## config.mk

```make
export PLATFORM = sky130hd
export DESIGN_NAME = tdm_demux4_flat
export DESIGN_NICKNAME = d
export VERILOG_FILES = /design/src/rtl/tdm_demux4_if.sv /design/src/rtl/tdm_demux4.sv /design/src/flat_wrapper.sv
export SDC_FILE = /design/constraint.sdc
export NUM_CORES = 1
export LEC_CHECK = 0
export BUFFER_PORTS_ARGS = -buffer_cell sky130_fd_sc_hd__buf_2
export CAP_MARGIN = 20
export CORE_ASPECT_RATIO = 0.5
export CORE_MARGIN = 2
export CORE_UTILIZATION = 35
export CTS_CLUSTER_SIZE = 30
export DETAILED_ROUTE_END_ITERATION = 6
export MAX_ROUTING_LAYER = met4
export PLACE_DENSITY = 0.69
export SETUP_SLACK_MARGIN = 0.05
export SYNTH_ARGS = -nofsm -noshare
export SYNTH_HDL_FRONTEND = slang
export SYNTH_SLANG_ARGS = --single-unit
```

## constraint.sdc

```tcl
create_clock -name Clock -period 1.7 [get_ports Clock]
set_clock_uncertainty 0.15 [all_clocks]
set_input_delay 0.17 -clock Clock [delete_from_list [all_inputs] [get_ports Clock]]
set_output_delay 0.17 -clock Clock [all_outputs]
set_load 0.03 [all_outputs]
```

## src/rtl/tdm_demux4_if.sv

```systemverilog
// Bus bundle between the serial link and the 4-channel TDM demultiplexer:
// the serial word stream in, the parallel frame and link status out.
interface tdm_demux4_if #(
  parameter int WIDTH = 8
);
  logic [WIDTH-1:0] In_Data;
  logic             In_Valid;
  logic             In_Sync;
  logic [WIDTH-1:0] Out_A;
  logic [WIDTH-1:0] Out_B;
  logic [WIDTH-1:0] Out_C;
  logic [WIDTH-1:0] Out_D;
  logic             Frame_Valid;
  logic             Sync_Err;
  logic             Locked;
  logic [1:0]       Slot;

  // Link side: drives the serial stream and observes the decoded frame.
  modport master (
    output In_Data, In_Valid, In_Sync,
    input  Out_A, Out_B, Out_C, Out_D, Frame_Valid, Sync_Err, Locked, Slot
  );

  // Demultiplexer side.
  modport slave (
    input  In_Data, In_Valid, In_Sync,
    output Out_A, Out_B, Out_C, Out_D, Frame_Valid, Sync_Err, Locked, Slot
  );
endinterface

```

## src/rtl/tdm_demux4.sv

```systemverilog
// Four-channel TDM demultiplexer: tracks the slot of a sync-marked serial stream,
// assembles complete frames and presents them in parallel with a one-cycle strobe.
module tdm_demux4 #(
  parameter int WIDTH = 8
) (
  input logic          Clock,
  input logic          Reset_n,
  tdm_demux4_if.slave  bus
);

  typedef enum logic [0:0] {
    ST_HUNT = 1'b0,
    ST_RUN  = 1'b1
  } state_t;

  state_t           state_q, state_d;
  logic [1:0]       slot_q, slot_d;
  logic [WIDTH-1:0] h0_q, h0_d;
  logic [WIDTH-1:0] h1_q, h1_d;
  logic [WIDTH-1:0] h2_q, h2_d;
  logic [WIDTH-1:0] out_a_q, out_a_d;
  logic [WIDTH-1:0] out_b_q, out_b_d;
  logic [WIDTH-1:0] out_c_q, out_c_d;
  logic [WIDTH-1:0] out_d_q, out_d_d;
  logic             frame_valid_q, frame_valid_d;
  logic             sync_err_q, sync_err_d;

  // Next-state, slot tracking, frame assembly and event pulses.
  always_comb begin
    state_d       = state_q;
    slot_d        = slot_q;
    h0_d          = h0_q;
    h1_d          = h1_q;
    h2_d          = h2_q;
    out_a_d       = out_a_q;
    out_b_d       = out_b_q;
    out_c_d       = out_c_q;
    out_d_d       = out_d_q;
    frame_valid_d = 1'b0;
    sync_err_d    = 1'b0;

    if (bus.In_Valid) begin
      case (state_q)
        ST_HUNT: begin
          if (bus.In_Sync) begin
            h0_d    = bus.In_Data;
            slot_d  = 2'd1;
            state_d = ST_RUN;
          end else begin
            state_d = ST_HUNT;
          end
        end

        ST_RUN: begin
          if (bus.In_Sync && (slot_q != 2'd0)) begin
            // Early sync: restart the frame on this word, dropping the partial one.
            sync_err_d = 1'b1;
            h0_d       = bus.In_Data;
            slot_d     = 2'd1;
          end else if (!bus.In_Sync && (slot_q == 2'd0)) begin
            sync_err_d = 1'b1;
            slot_d     = 2'd0;
            state_d    = ST_HUNT;
          end else begin
            case (slot_q)
              2'd0: begin
                h0_d   = bus.In_Data;
                slot_d = 2'd1;
              end
              2'd1: begin
                h1_d   = bus.In_Data;
                slot_d = 2'd2;
              end
              2'd2: begin
                h2_d   = bus.In_Data;
                slot_d = 2'd3;
              end
              2'd3: begin
                out_a_d       = h0_q;
                out_b_d       = h1_q;
                out_c_d       = h2_q;
                out_d_d       = bus.In_Data;
                frame_valid_d = 1'b1;
                slot_d        = 2'd0;
              end
              default: begin
                slot_d  = 2'd0;
                state_d = ST_HUNT;
              end
            endcase
          end
        end

        default: begin
          slot_d  = 2'd0;
          state_d = ST_HUNT;
        end
      endcase
    end else begin
      state_d = state_q;
    end
  end

  // State, hold and output registers; reset clears everything at once.
  always_ff @(posedge Clock or negedge Reset_n) begin
    if (!Reset_n) begin
      state_q       <= ST_HUNT;
      slot_q        <= 2'd0;
      h0_q          <= {WIDTH{1'b0}};
      h1_q          <= {WIDTH{1'b0}};
      h2_q          <= {WIDTH{1'b0}};
      out_a_q       <= {WIDTH{1'b0}};
      out_b_q       <= {WIDTH{1'b0}};
      out_c_q       <= {WIDTH{1'b0}};
      out_d_q       <= {WIDTH{1'b0}};
      frame_valid_q <= 1'b0;
      sync_err_q    <= 1'b0;
    end else begin
      state_q       <= state_d;
      slot_q        <= slot_d;
      h0_q          <= h0_d;
      h1_q          <= h1_d;
      h2_q          <= h2_d;
      out_a_q       <= out_a_d;
      out_b_q       <= out_b_d;
      out_c_q       <= out_c_d;
      out_d_q       <= out_d_d;
      frame_valid_q <= frame_valid_d;
      sync_err_q    <= sync_err_d;
    end
  end

  assign bus.Out_A       = out_a_q;
  assign bus.Out_B       = out_b_q;
  assign bus.Out_C       = out_c_q;
  assign bus.Out_D       = out_d_q;
  assign bus.Frame_Valid = frame_valid_q;
  assign bus.Sync_Err    = sync_err_q;
  assign bus.Locked      = (state_q == ST_RUN);
  assign bus.Slot        = slot_q;

endmodule

```

## src/flat_wrapper.sv

```systemverilog
// flat-port wrapper written by rule: the top's interface ports become plain ports
module tdm_demux4_flat 
#(
  parameter int WIDTH = 8
)
  (Clock, Reset_n, bus_In_Data, bus_In_Valid, bus_In_Sync, bus_Out_A, bus_Out_B, bus_Out_C, bus_Out_D, bus_Frame_Valid, bus_Sync_Err, bus_Locked, bus_Slot);
  tdm_demux4_if #(.WIDTH(WIDTH)) bus_i ();
  input logic Clock;
  input logic Reset_n;
  input wire logic [$bits(bus_i.In_Data)-1:0] bus_In_Data;
  input wire logic [$bits(bus_i.In_Valid)-1:0] bus_In_Valid;
  input wire logic [$bits(bus_i.In_Sync)-1:0] bus_In_Sync;
  output wire logic [$bits(bus_i.Out_A)-1:0] bus_Out_A;
  output wire logic [$bits(bus_i.Out_B)-1:0] bus_Out_B;
  output wire logic [$bits(bus_i.Out_C)-1:0] bus_Out_C;
  output wire logic [$bits(bus_i.Out_D)-1:0] bus_Out_D;
  output wire logic [$bits(bus_i.Frame_Valid)-1:0] bus_Frame_Valid;
  output wire logic [$bits(bus_i.Sync_Err)-1:0] bus_Sync_Err;
  output wire logic [$bits(bus_i.Locked)-1:0] bus_Locked;
  output wire logic [$bits(bus_i.Slot)-1:0] bus_Slot;
  assign bus_i.In_Data = bus_In_Data;
  assign bus_i.In_Valid = bus_In_Valid;
  assign bus_i.In_Sync = bus_In_Sync;
  assign bus_Out_A = bus_i.Out_A;
  assign bus_Out_B = bus_i.Out_B;
  assign bus_Out_C = bus_i.Out_C;
  assign bus_Out_D = bus_i.Out_D;
  assign bus_Frame_Valid = bus_i.Frame_Valid;
  assign bus_Sync_Err = bus_i.Sync_Err;
  assign bus_Locked = bus_i.Locked;
  assign bus_Slot = bus_i.Slot;
  tdm_demux4 #(.WIDTH(WIDTH)) u_core (.Clock(Clock), .Reset_n(Reset_n), .bus(bus_i));
endmodule
```

# Word level (Yosys, flattened, before mapping)
# Cells that the tools add are included.
# totals
regBits,61
out_inout_bits,37
# classes
eq_ne,6
muxes,23
bitwise_logic,3
n_reduce_logical,10
# ops
operator,n
$mux W8,4
$pmux W8 S2,1
$reduce_and A5 Y1,3
$mux W1,12
$pmux W2 S4,1
$mux W2,3
$ne A3 B3 Y1 const B,2
$eq A2 B2 Y1 const B,2
$pmux W2 S2,1
$reduce_and A4 Y1,1
$not A1 Y1,3
$eq A2 B1 Y1 const B,1
$logic_and A1 B1 Y1,2
$logic_not A2 Y1,1
$ne A2 B2 Y1 const B,1
$pmux W1 S2,1
$reduce_and A2 Y1,1
$reduce_bool A2 Y1,1
$logic_not A1 Y1,1

# Logic depth before layout (Yosys ltp)
# Gate-level depths: netlist (run 1).
# logic_depth
depth_word,6
depth_mapped,6
mapped_depth_nobuf,6

# Worst setup path before layout (run 1)
# Ideal clock, no wire load.
# synth_timing
kind,flip-flop to flip-flop
from,register u_core.slot_q[0] (netlist: u_core.bus.Slot[0])
to,register u_core.out_a_q[0] (netlist: u_core.bus.Out_A[0])
setup_time_ps,125
arrival_ps,1875
slack_ps,-451
path_stages_with_launch,7
period_less_slack_ps,2151
cell_sequence,dfrtp_1 > inv_1 > ha_1 > ha_1 > nand4_4 > buf_6 > mux2_4
# synth_between
elab_chain_cells,4
word_cells_on_any_way,8
classes_between,1 x eq/ne; 2 x bitwise; 5 x reduce/logical
# synth_rtl
item,line_no,text
start: declaration,tdm_demux4.sv:17,"logic [1:0] slot_q, slot_d;"
start signal: assignment,tdm_demux4.sv:120,slot_q <= slot_d;
$reduce_bool A2 Y1 or $logic_not A2 Y1 (tied branches),"tdm_demux4.sv:55, tdm_demux4.sv:60",
"$logic_and A1 B1 Y1, on equally long branches","tdm_demux4.sv:55, tdm_demux4.sv:60",
$not A1 Y1 (no source line),-,
$reduce_and A5 Y1 (no source line) *,-,
end signal: assignment,tdm_demux4.sv:112,out_a_q <= {WIDTH{1'b0}};
end signal: assignment,tdm_demux4.sv:124,out_a_q <= out_a_d;
end: declaration,tdm_demux4.sv:21,"logic [WIDTH-1:0] out_a_q, out_a_d;"
# Every way passes the cells marked *; elsewhere a longest branch is shown, timed or not.
# A chain may end at the register's enable or synchronous reset.

# Worst setup path in the final report (run 1)
# layout_timing
from,register u_core.slot_q[1] (netlist: u_core.bus.Slot[1])
to,register u_core.out_c_q[0] (netlist: u_core.bus.Out_C[0])
# layout_between
elab_chain_cells,4
word_cells_on_any_way,8
classes_between,1 x eq/ne; 2 x bitwise; 5 x reduce/logical
# layout_rtl
item,line_no,text
$reduce_bool A2 Y1 or $logic_not A2 Y1 (tied branches),"tdm_demux4.sv:55, tdm_demux4.sv:60",
"$logic_and A1 B1 Y1, on equally long branches","tdm_demux4.sv:55, tdm_demux4.sv:60",
$not A1 Y1 (no source line),-,
$reduce_and A5 Y1 (no source line) *,-,
end signal: assignment,tdm_demux4.sv:114,out_c_q <= {WIDTH{1'b0}};
end signal: assignment,tdm_demux4.sv:126,out_c_q <= out_c_d;
end: declaration,tdm_demux4.sv:23,"logic [WIDTH-1:0] out_c_q, out_c_d;"
# Marks and branches as above.

==> results.json, run 1 <==
{
  "internal-power_w": 0.00446,
  "cpMaxStageDelayCell": "dfrtp_2",
  "ys.warnings.count": 0,
  "timing.critical_path.required_ns": 1.75,
  "grt.overflow.total": 0,
  "power_density_mw_per_mm2": 2000,
  "leakage_nw": 1.74,
  "drive_gt1_share_pct": 63.0,
  "clock_buffer_count_from_cts": 9,
  "worstHoldPathType": "in2reg",
  "fmax_mhz": 553,
  "die_span_in_x_um": 124,
  "postLayoutSetupSlackWorst_ns": -0.109,
  "synth.area.top_cells": "dfrtp_1 (61%), mux2_4 (18%), mux2_2 (12%)",
  "avgSynthCellArea_um2": 17.3,
  "detail-route-antenna-nets": 0,
  "tightestPinTransition_ns": 0.328,
  "numClockSinks": 61,
  "cp.arrival_ns": 1.86,
  "rrSetupSlack_ns": -0.11,
  "slew_viol_final": 0,
  "power.share.switching_pct": 34.7,
  "core_area_mm2": 0.00683,
  "postSynthRegisterBits": 61,
  "fill_cells": 576,
  "grt_max_degree": 62,
  "sequential_cell_area_mm2": 0.00153,
  "worst_path_dominant_cell_family": "adder cells",
  "clk_pin_slew_worst_paths_ns": 0.05,
  "total_switching_power_w": 0.00237,
  "syn-num-nets": 164,
  "yosys.area.top_type": "dfrtp_1",
  "slew_headroom_pct": 78.1,
  "cp_max_fo": 13,
  "start_util_pct": 36.9,
  "worstSkewPairLatency_ns": 0.32,
  "combPwrFrac_pct": 39.5,
  "grt_pass1_vias": 1626,
  "tritoncts": "built",
  "outcome": "complete, but fails checks",
  "synthDominantCellAreaShare_pct": 60.5,
  "setup_violations": 48,
  "violations_in_the_final_reports": "setup timing",
  "drt_wl_total_um": 4700,
  "multi_input_comb_area_um2": 973,
  "post-route-cell-area_mm2": 0.00342,
  "drt_drc_violations_left": 0,
  "yosys.cell_types.count": 19,
  "detailedRoute.firstPassIterationCount": 5,
  "clockBufferDepth": 2,
  "rows": 21,
  "num_antenna_cells": 0,
  "antenna_found_initial": 0,
  "detail_route.iter0.violations": 36,
  "cts.root.buffer_cell": "clkbuf_16",
  "critPathCaptureType": "register",
  "area_delta_synth_final_pct": 35.6,
  "number_of_port_buffers": 48,
  "power.sequential.fraction_pct": 35.1,
  "route.detailed.vias_per_inst": 4.48,
  "num-nets-final": 243,
  "timing.max_cap.violations": 0,
  "design.portCount": 49,
  "grt_pass1_wl_um": 8220,
  "post_drt_wl_per_cell_um": 14.6,
  "critPathLaunchType": "register",
  "critical_path_class": "reg2reg",
  "vdd_ir_drop_max_mv": 0.663,
  "synthesis.area_mm2": 0.00252,
  "worstPathCellList": "inv_2, ha_4, ha_4, nand4_4, buf_12, mux2_4",
  "vias": 1443,
  "dp_cells": 295,
  "final-instance-count-excl-fill": 322,
  "grt_setup_unrepaired": "true",
  "place.gp.congestion": 0.730,
  "dp_hpwl_um": 3180,
  "chipHeight_um": 64.0,
  "die-area_mm2": 0.00794,
  "timing.critical_path.buf_inv": 2,
  "synth_sequential_area_ratio_pct": 60.5,
  "final_min_period_over_clock_period_pct": 106,
  "synth_cells": 146,
  "final-hold-violation-count": 0,
  "fin_crit_ns": 1.81,
  "clock_power_share_pct": 25.4,
  "groute.usage.overall_pct": 14.2,
  "critical_path.most_common_cell": "ha_4",
  "slowest_delay_ns": 0.36,
  "detailed_place.area_mm2": 0.00300,
  "htreeDepth": 3
}
==> layout by cell type (no fill, tap or decap), types with 2 or more instances in the layout <==
cell,instances
nand2_1,2
inv_2,2
nand4_4,3
ha_4,2
buf_2,48
buf_4,13
ha_1,4
mux2_2,26
inv_1,2
clkbuf_16,9
dlygate4sd3_1,9
dfrtp_2,2
clkinv_2,2
clkbuf_8,4
mux2_4,30
dfrtp_1,59
buf_12,3
==> layout make-up <==
class                      instances  share of cell area [%]
clock inverter                     3                   0.512
sequential                        61                    44.7
multi-input combinational         76                    28.5
timing repair buffer              73                    14.3
tap                               92                    3.37
clock buffer                      13                    8.20
inverter                           4                   0.439
==> worst paths after layout <==
kind / from / end / depth (start not counted)
hold reg to reg: u_core.h0_q[1] / u_core.bus.Out_A[1] / 1
max in group asynchronous: Reset_n / u_core.bus.Out_C[5] / 3
hold / removal: bus_In_Sync / u_core.bus.Locked / 3
setup reg to reg: u_core.bus.Slot[1] / u_core.bus.Out_C[0] / 6
setup / recovery: u_core.bus.Slot[1] / u_core.bus.Out_C[0] / 6
min in group asynchronous: Reset_n / u_core.bus.Out_B[7] / 3
==> Yosys cell counts (all sizes together) <==
| cell | instances |
|---|---|
| buf | 5 |
| ha | 6 |
| and2 | 1 |
| nor2 | 1 |
| a22o | 1 |
| o21bai | 1 |
| inv | 4 |
| a21oi | 1 |
| nand2 | 2 |
| nand4 | 3 |
| and3b | 1 |
| o21ai | 1 |
| dfrtp | 61 |
| a31oi | 1 |
| mux2 | 56 |
| a22oi | 1 |
==> per-layer routing <==
metal | vias to the layer above | GRT usage [%] | share of wire, %
met3 | 7 | 5.00 | 4.1
li1 | 673 | - | -
met5 | - | - | 0
met2 | 23 | 22.5 | 51
met1 | 740 | 16.9 | 43
met4 | 0 | 5.48 | 1.7
==> worst reg2reg max path, stage by stage (launching register included) <==
cell	delay, ns
dfrtp_2	0.36
inv_2	0.05
ha_4	0.16
ha_4	0.27
nand4_4	0.16
buf_12	0.23
mux2_4	0.30
==> state kept, by name (all words and copies together) (netlist names) <==
name	cells
u_core.bus.Frame_Valid	1
u_core.bus.Out_C	8
u_core.h0_q	8
u_core.h2_q	8
u_core.h1_q	8
u_core.bus.Out_A	8
u_core.bus.Slot	2
u_core.bus.Locked	1
u_core.bus.Sync_Err	1
u_core.bus.Out_D	8
u_core.bus.Out_B	8
==> through the flow <==
step	power (W)	hold slack [ns]	TNS (ns)	setup slack, ns	util [%]
detailed placement	0.00509	0.0535	-5.89	-0.197	43.9
global placement	0.00501	0.0458	-4.01	-0.123	43.9
global route	0.00722	0.0425	-6.60	-0.161	50.0
finish	0.00683	0.0404	-3.85	-0.109	50.0
CTS	0.00692	0.0301	-4.42	-0.120	49.9
floorplan	0.00430	-0.276	-6.92	-0.187	-
==> power groups by stage <==
stage / Clock [W] / Combinational, W / Sequential (W)
6_report: 0.00173 / 0.00270 / 0.00240
5_1_grt: 0.00186 / 0.00288 / 0.00248
4_1_cts: 0.00178 / 0.00273 / 0.00241
3_5_place_dp: 0 / 0.00266 / 0.00242
3_3_place_gp: 0 / 0.00261 / 0.00241
2_1_floorplan: 0 / 0.00115 / 0.00315
==> repair_timing <==
action                                  in CTS  in global routing
endpoints found under the setup margin      46                 48
hold buffers                                 9                  0
pin swaps                                    0                  0
buffers inserted                             1                  1
gates resized for setup                      2                  0
endpoints found under the hold margin       90                  0
==> logic make-up (layout without fill, tap and decap cells) <==
logic type / Yosys count / count (layout) / share of synthesized area, %
AO/OA/AOI/OAI: 6 / 6 / 1.59
multiplexers: 56 / 56 / 29.5
adder cells (fa/ha/maj): 6 / 6 / 2.98
AND/OR/NAND/NOR: 8 / 8 / 2.88
flip-flops: 61 / 61 / 60.5
buffers and inverters: 9 / 93 / 2.53
(Power assumes the default switching activity.)
==> run 2, diff against run 1 <==
- CELL_PAD_IN_SITES_DETAIL_PLACEMENT: unset -> 0
- CELL_PAD_IN_SITES_GLOBAL_PLACEMENT: unset -> 1
- CORE_ASPECT_RATIO: 0.5 -> 0.9
- PLACE_DENSITY: 0.69 -> 0.78
- clock period: 1.7 -> 1.6 ns (I/O delays scaled with it)
==> results.json, run 2 (synthesis results as in run 1) <==
{
  "detail-route-antenna-nets": 0,
  "start_util_pct": 36.0,
  "detailedRoute.firstPassIterationCount": 4,
  "hold_path_end": "u_core.bus.Sync_Err",
  "clockBufferDepth": 2,
  "fin_crit_ns": 1.78,
  "route.detailed.vias_per_inst": 4.46,
  "timing.critical_path.buf_inv": 2,
  "cp_max_fo": 18,
  "timing.max_cap.violations": 0,
  "outcome": "complete, but fails checks",
  "worst_path_dominant_cell_family": "adder cells",
  "die-area_mm2": 0.00790,
  "mostFrequentLayoutCells": "dfrtp_1 (58), buf_2 (48), mux2_4 (31)",
  "dp_hpwl_um": 3120,
  "timing.critical_path.required_ns": 1.66,
  "power_density_mw_per_mm2": 2040,
  "vias": 1433,
  "fmax_mhz": 562,
  "slew_headroom_pct": 71.5,
  "grt_setup_unrepaired": "true",
  "leakage_nw": 1.68,
  "violations_in_the_final_reports": "setup timing",
  "use_met1_pct": 17.3,
  "drt_drc_violations_left": 0,
  "worstHoldPathType": "in2reg",
  "critical_path.most_common_cell": "ha_4",
  "worst_slack_at_placement_ns": -0.220,
  "critical_path.reg2reg.startpoint": "u_core.bus.Slot[0]",
  "grt.overflow.total": 0,
  "slew_viol_final": 0,
  "critPathLaunchType": "register",
  "tritoncts": "built",
  "ff2ff_path_depth": 6,
  "tightestPinTransition_ns": 0.428,
  "final_min_period_over_clock_period_pct": 111,
  "cp.arrival_ns": 1.84,
  "postLayoutSetupSlackWorst_ns": -0.180,
  "design.portCount": 49,
  "clock_buffer_count_from_cts": 9,
  "core_area_mm2": 0.00700,
  "critical_path_class": "reg2reg",
  "final-hold-violation-count": 0,
  "cpMaxStageDelayCell": "dfrtp_2",
  "numClockSinks": 61,
  "slowest_delay_ns": 0.37,
  "grt_most_used_layer": "met2",
  "chipHeight_um": 84.5,
  "drive_gt1_share_pct": 63.6,
  "groute.usage.overall_pct": 13.3,
  "grt_pass1_vias": 1559,
  "met3_usage_pct": 5.48,
  "number_of_port_buffers": 48,
  "timing.rr.end": "u_core.bus.Out_A[5]",
  "global_route_met2_usage_pct": 19.0,
  "grt_pass1_wl_um": 7760,
  "setup_violations": 48,
  "drt_wl_total_um": 4550,
  "num-nets-final": 241,
  "vdd_ir_drop_max_mv": 0.919,
  "cts.root.buffer_cell": "clkbuf_8",
  "num_antenna_cells": 0,
  "worstSkewPairLatency_ns": 0.33,
  "post_drt_wl_per_cell_um": 14.2,
  "rrSetupSlack_ns": -0.18,
  "area_delta_synth_final_pct": 30.8,
  "htreeDepth": 3,
  "critPathCaptureType": "register",
  "timing.hold.worst_path_depth": 3,
  "antenna_found_initial": 0,
  "grt_max_degree": 36,
  "mostFrequentLayoutCell": "dfrtp_1",
  "worstPathCellList": "inv_2, ha_4, ha_4, nand4_4, buf_12, mux2_4",
  "hp-start": "bus_In_Valid",
  "detail_route.iter0.violations": 33,
  "place.gp.congestion": 0.748,
  "die_span_in_x_um": 93.5,
  "clk_pin_slew_worst_paths_ns": 0.07,
  "fin_util_pct": 47.1,
  "rows": 29
}
[run 2: changes by cell type in the layout (fill, tap and decap cells not counted), sizes merged]
cell and change:
bufinv +1, clkbuf -1, buf -2
[run 2: power by group]
group	switching (W)	internal [W]
registers	0.000374	0.00219
clock network	0.000565	0.000757
logic	0.00151	0.00134
[run 2: cell type report]
class	count	area [um^2]
clock buffer	12	145
tap	93	116
fill	622	3700
inverter	4	15.0
sequential	61	1530
clock inverter	4	47.5
multi-input combinational	76	983
timing repair buffer	71	460
[run 2: layer usage]
metal,up-vias,share of wire [%],wire length (um)
li1,670,-,-
met1,720,47,2160
met2,38,46,2100
met3,5,5.5,251
met4,0,0.94,43
met5,-,0,0
[run 2: what timing repair did]
action                                  in CTS  in global routing
endpoints found under the hold margin       93                  0
hold buffers                                 9                  0
pin swaps                                    1                  0
gates resized for setup                      7                  0
setup buffers                                1                  0
endpoints found under the setup margin      50                 51
[run 2: worst max path at each step]
| stage | from | to | cells past startpoint |
|---|---|---|---|
| after floorplan | u_core.bus.Slot[1] | u_core.bus.Out_A[0] | 6 |
| after global placement | u_core.bus.Slot[1] | u_core.h1_q[6] | 5 |
| after detailed placement | u_core.bus.Slot[1] | u_core.h1_q[2] | 5 |
| after CTS | u_core.bus.Slot[1] | u_core.bus.Out_D[0] | 6 |
| after global routing | u_core.bus.Slot[1] | u_core.bus.Out_D[0] | 6 |
| final | u_core.bus.Slot[0] | u_core.bus.Out_A[5] | 6 |
[run 2: worst register-to-register path: cells and delay by family, from the launching register on]
kind          cells  cell delay, ns
fa+ha+maj         2            0.47
flops             1            0.37
simple gates      1            0.12
buf+inv           2            0.26
mux               1            0.30
[run 2: metrics by stage]
stage / area, um^2 / setup TNS, ns / hold WS [ns] / cells / total power (W)
after floorplan: 2560 / -11.72 / -0.286 / 146 / 0.00457
after global placement: 2980 / -6.44 / 0.0410 / 295 / 0.00531
after detailed placement: 2980 / -7.51 / 0.0574 / 295 / 0.00538
after CTS: 3300 / -6.59 / 0.00448 / 321 / 0.00684
after global routing: 3300 / -9.41 / 0.0265 / 321 / 0.00714
final: 3300 / -6.24 / 0.0324 / 321 / 0.00674
==> run 3, diff against run 2 <==
--- a/config.mk
+++ b/config.mk
@@ -9,7 +9,5 @@
 export CAP_MARGIN = 20
-export CELL_PAD_IN_SITES_DETAIL_PLACEMENT = 0
-export CELL_PAD_IN_SITES_GLOBAL_PLACEMENT = 1
 export CORE_ASPECT_RATIO = 0.9
 export CORE_MARGIN = 2
-export CORE_UTILIZATION = 35
+export CORE_UTILIZATION = 45
 export CTS_CLUSTER_SIZE = 30
@@ -17,3 +15,3 @@
 export MAX_ROUTING_LAYER = met4
-export PLACE_DENSITY = 0.78
+export PLACE_DENSITY = 0.82
 export SETUP_SLACK_MARGIN = 0.05
==> constraint.sdc (replaced) <==
create_clock -name Clock -period 1.6 [get_ports Clock]
set_clock_uncertainty 0.15 [all_clocks]
set_input_delay 0.32 -clock Clock [delete_from_list [all_inputs] [get_ports Clock]]
set_output_delay 0.32 -clock Clock [all_outputs]
set_load 0.03 [all_outputs]
==> results.json, run 3 (synthesis results as in run 1) <==
{
  "dp_cells": 267,
  "sequential_cell_area_mm2": 0.00153,
  "timing.hold.worst_path_depth": 2,
  "num-nets-final": 236,
  "grt_setup_unrepaired": "true",
  "grt_max_degree": 62,
  "timing.max_cap.violations": 0,
  "cp_max_fo": 19,
  "drive_gt1_share_pct": 66.2,
  "grt_pass1_vias": 1530,
  "cp.arrival_ns": 1.86,
  "clock_buffer_count_from_cts": 9,
  "mostFrequentLayoutCells": "dfrtp_1 (58), buf_2 (46), mux2_4 (31)",
  "drt_drc_violations_left": 0,
  "drt_wl_total_um": 4930,
  "die-area_mm2": 0.00622,
  "vias": 1455,
  "detailedRoute.firstPassIterationCount": 4,
  "fill_cells": 418,
  "fin_util_pct": 61.2,
  "core_area_mm2": 0.00532,
  "slew_viol_final": 0,
  "place.gp.congestion": 0.771,
  "rows": 25,
  "groute.usage.overall_pct": 17.4,
  "critical_path_class": "reg2reg",
  "power_density_mw_per_mm2": 2130,
  "total_power_w": 0.00693,
  "critPathCaptureType": "register",
  "detail-route-antenna-nets": 0,
  "final-instance-count-excl-fill": 289,
  "fin_crit_ns": 1.79,
  "grt_pass1_wl_um": 7800,
  "ff2ff_path_depth": 6,
  "postLayoutSetupSlackWorst_ns": -0.194,
  "post_drt_wl_per_cell_um": 17.0,
  "route.detailed.vias_per_inst": 5.03,
  "fmax_mhz": 557,
  "multi_input_comb_area_um2": 996,
  "clockBufferDepth": 2,
  "mostFrequentLayoutCell": "dfrtp_1",
  "critPathLaunchType": "register",
  "vdd_ir_drop_max_mv": 0.943,
  "totalNegativeSetupSlack_ns": -7.59,
  "htreeDepth": 3,
  "die_span_in_x_um": 82.9,
  "fin_worst_hold_slack_ns": 0.114,
  "cts.root.buffer_cell": "clkbuf_8",
  "design.portCount": 49,
  "worstSkewPairLatency_ns": 0.33,
  "clk_pin_slew_worst_paths_ns": 0.07,
  "worstHoldPathType": "in2reg",
  "slew_headroom_pct": 73.4,
  "final_min_period_over_clock_period_pct": 112,
  "numClockSinks": 61,
  "tightestPinTransition_ns": 0.395,
  "outcome": "complete, but fails checks",
  "area_delta_synth_final_pct": 29.0,
  "tritoncts": "built",
  "leakage_nw": 1.67,
  "grt.overflow.total": 0,
  "chipHeight_um": 75.0,
  "final-hold-violation-count": 0,
  "num_antenna_cells": 0,
  "dp_hpwl_um": 3130,
  "detail_route.iter0.violations": 85,
  "start_util_pct": 47.4,
  "number_of_port_buffers": 48,
  "antenna_found_initial": 0,
  "timing.critical_path.required_ns": 1.66,
  "setup_violations": 51,
  "violations_in_the_final_reports": "setup timing"
}
-- run 3: cell count changes in the layout (fill, tap and decap cells not counted) --
cell,previous run,this run
clkbuf_8,10,11
dlygate4sd3_1,9,1
ha_1,4,3
buf_12,2,3
buf_6,0,3
clkinv_2,2,0
clkinvlp_4,1,0
clkbuf_1,2,3
inv_4,0,1
inv_2,3,2
buf_2,48,46
ha_4,2,3
buf_4,12,13
-- run 3: through the flow --
step                instance area (um^2)  worst slack [ns]
floorplan                           2560            -0.287
global placement                    2940            -0.172
detailed placement                  2940            -0.217
CTS                                 3200            -0.177
global route                        3250            -0.247
finish                              3250            -0.194
-- run 3: path summary, 6_finish.rpt --
path	start	to	slack, ns
hold / removal	bus_In_Data[1]	u_core.h1_q[1]	0.11
max in group asynchronous	Reset_n	u_core.bus.Slot[0]	0.63
setup / recovery	u_core.bus.Slot[1]	u_core.bus.Out_C[3]	-0.19
setup reg to reg	u_core.bus.Slot[1]	u_core.bus.Out_C[3]	-0.19
min in group asynchronous	Reset_n	u_core.bus.Out_B[7]	0.38
hold reg to reg	u_core.h1_q[7]	u_core.bus.Out_B[7]	0.35
-- run 3: repair_timing --
item	CTS	global route
endpoints found under the hold margin	61	0
pin swaps	2	3
hold buffers	1	0
setup endpoints to repair	51	54
resized for setup	10	8
buffers inserted	2	5
gates cloned	0	0
-- run 3: worst max-delay path, cell delays in order, from the launching register on --
cell and delay (ns):
dfrtp_2 0.37, inv_2 0.05, ha_4 0.17, ha_4 0.30, nand4_4 0.12, buf_12 0.21
mux2_4 0.31
-- run 3: layer usage --
metal	global-route usage (%)	routed length (um)	vias up
met5	-	0	-
met1	21.4	2210	735
met2	26.3	2360	41
met4	10.7	135	0
li1	-	-	667
met3	4.50	220	12
-- run 3: layout make-up --
class,instances,area share (%)
clock buffers,14,5.00
clock inverters,1,0.923
inverters,4,0.539
multi-input cells,76,30.6
flip-flops and latches,61,47.1
well taps,67,2.58
repair buffers,66,13.3
-- run 3: report_power, final --
group	switching, W	internal [W]	total (W)
clock network	0.000550	0.000798	0.00135
logic	0.00159	0.00143	0.00302
registers	0.000370	0.00219	0.00256
total	0.00251	0.00442	0.00693
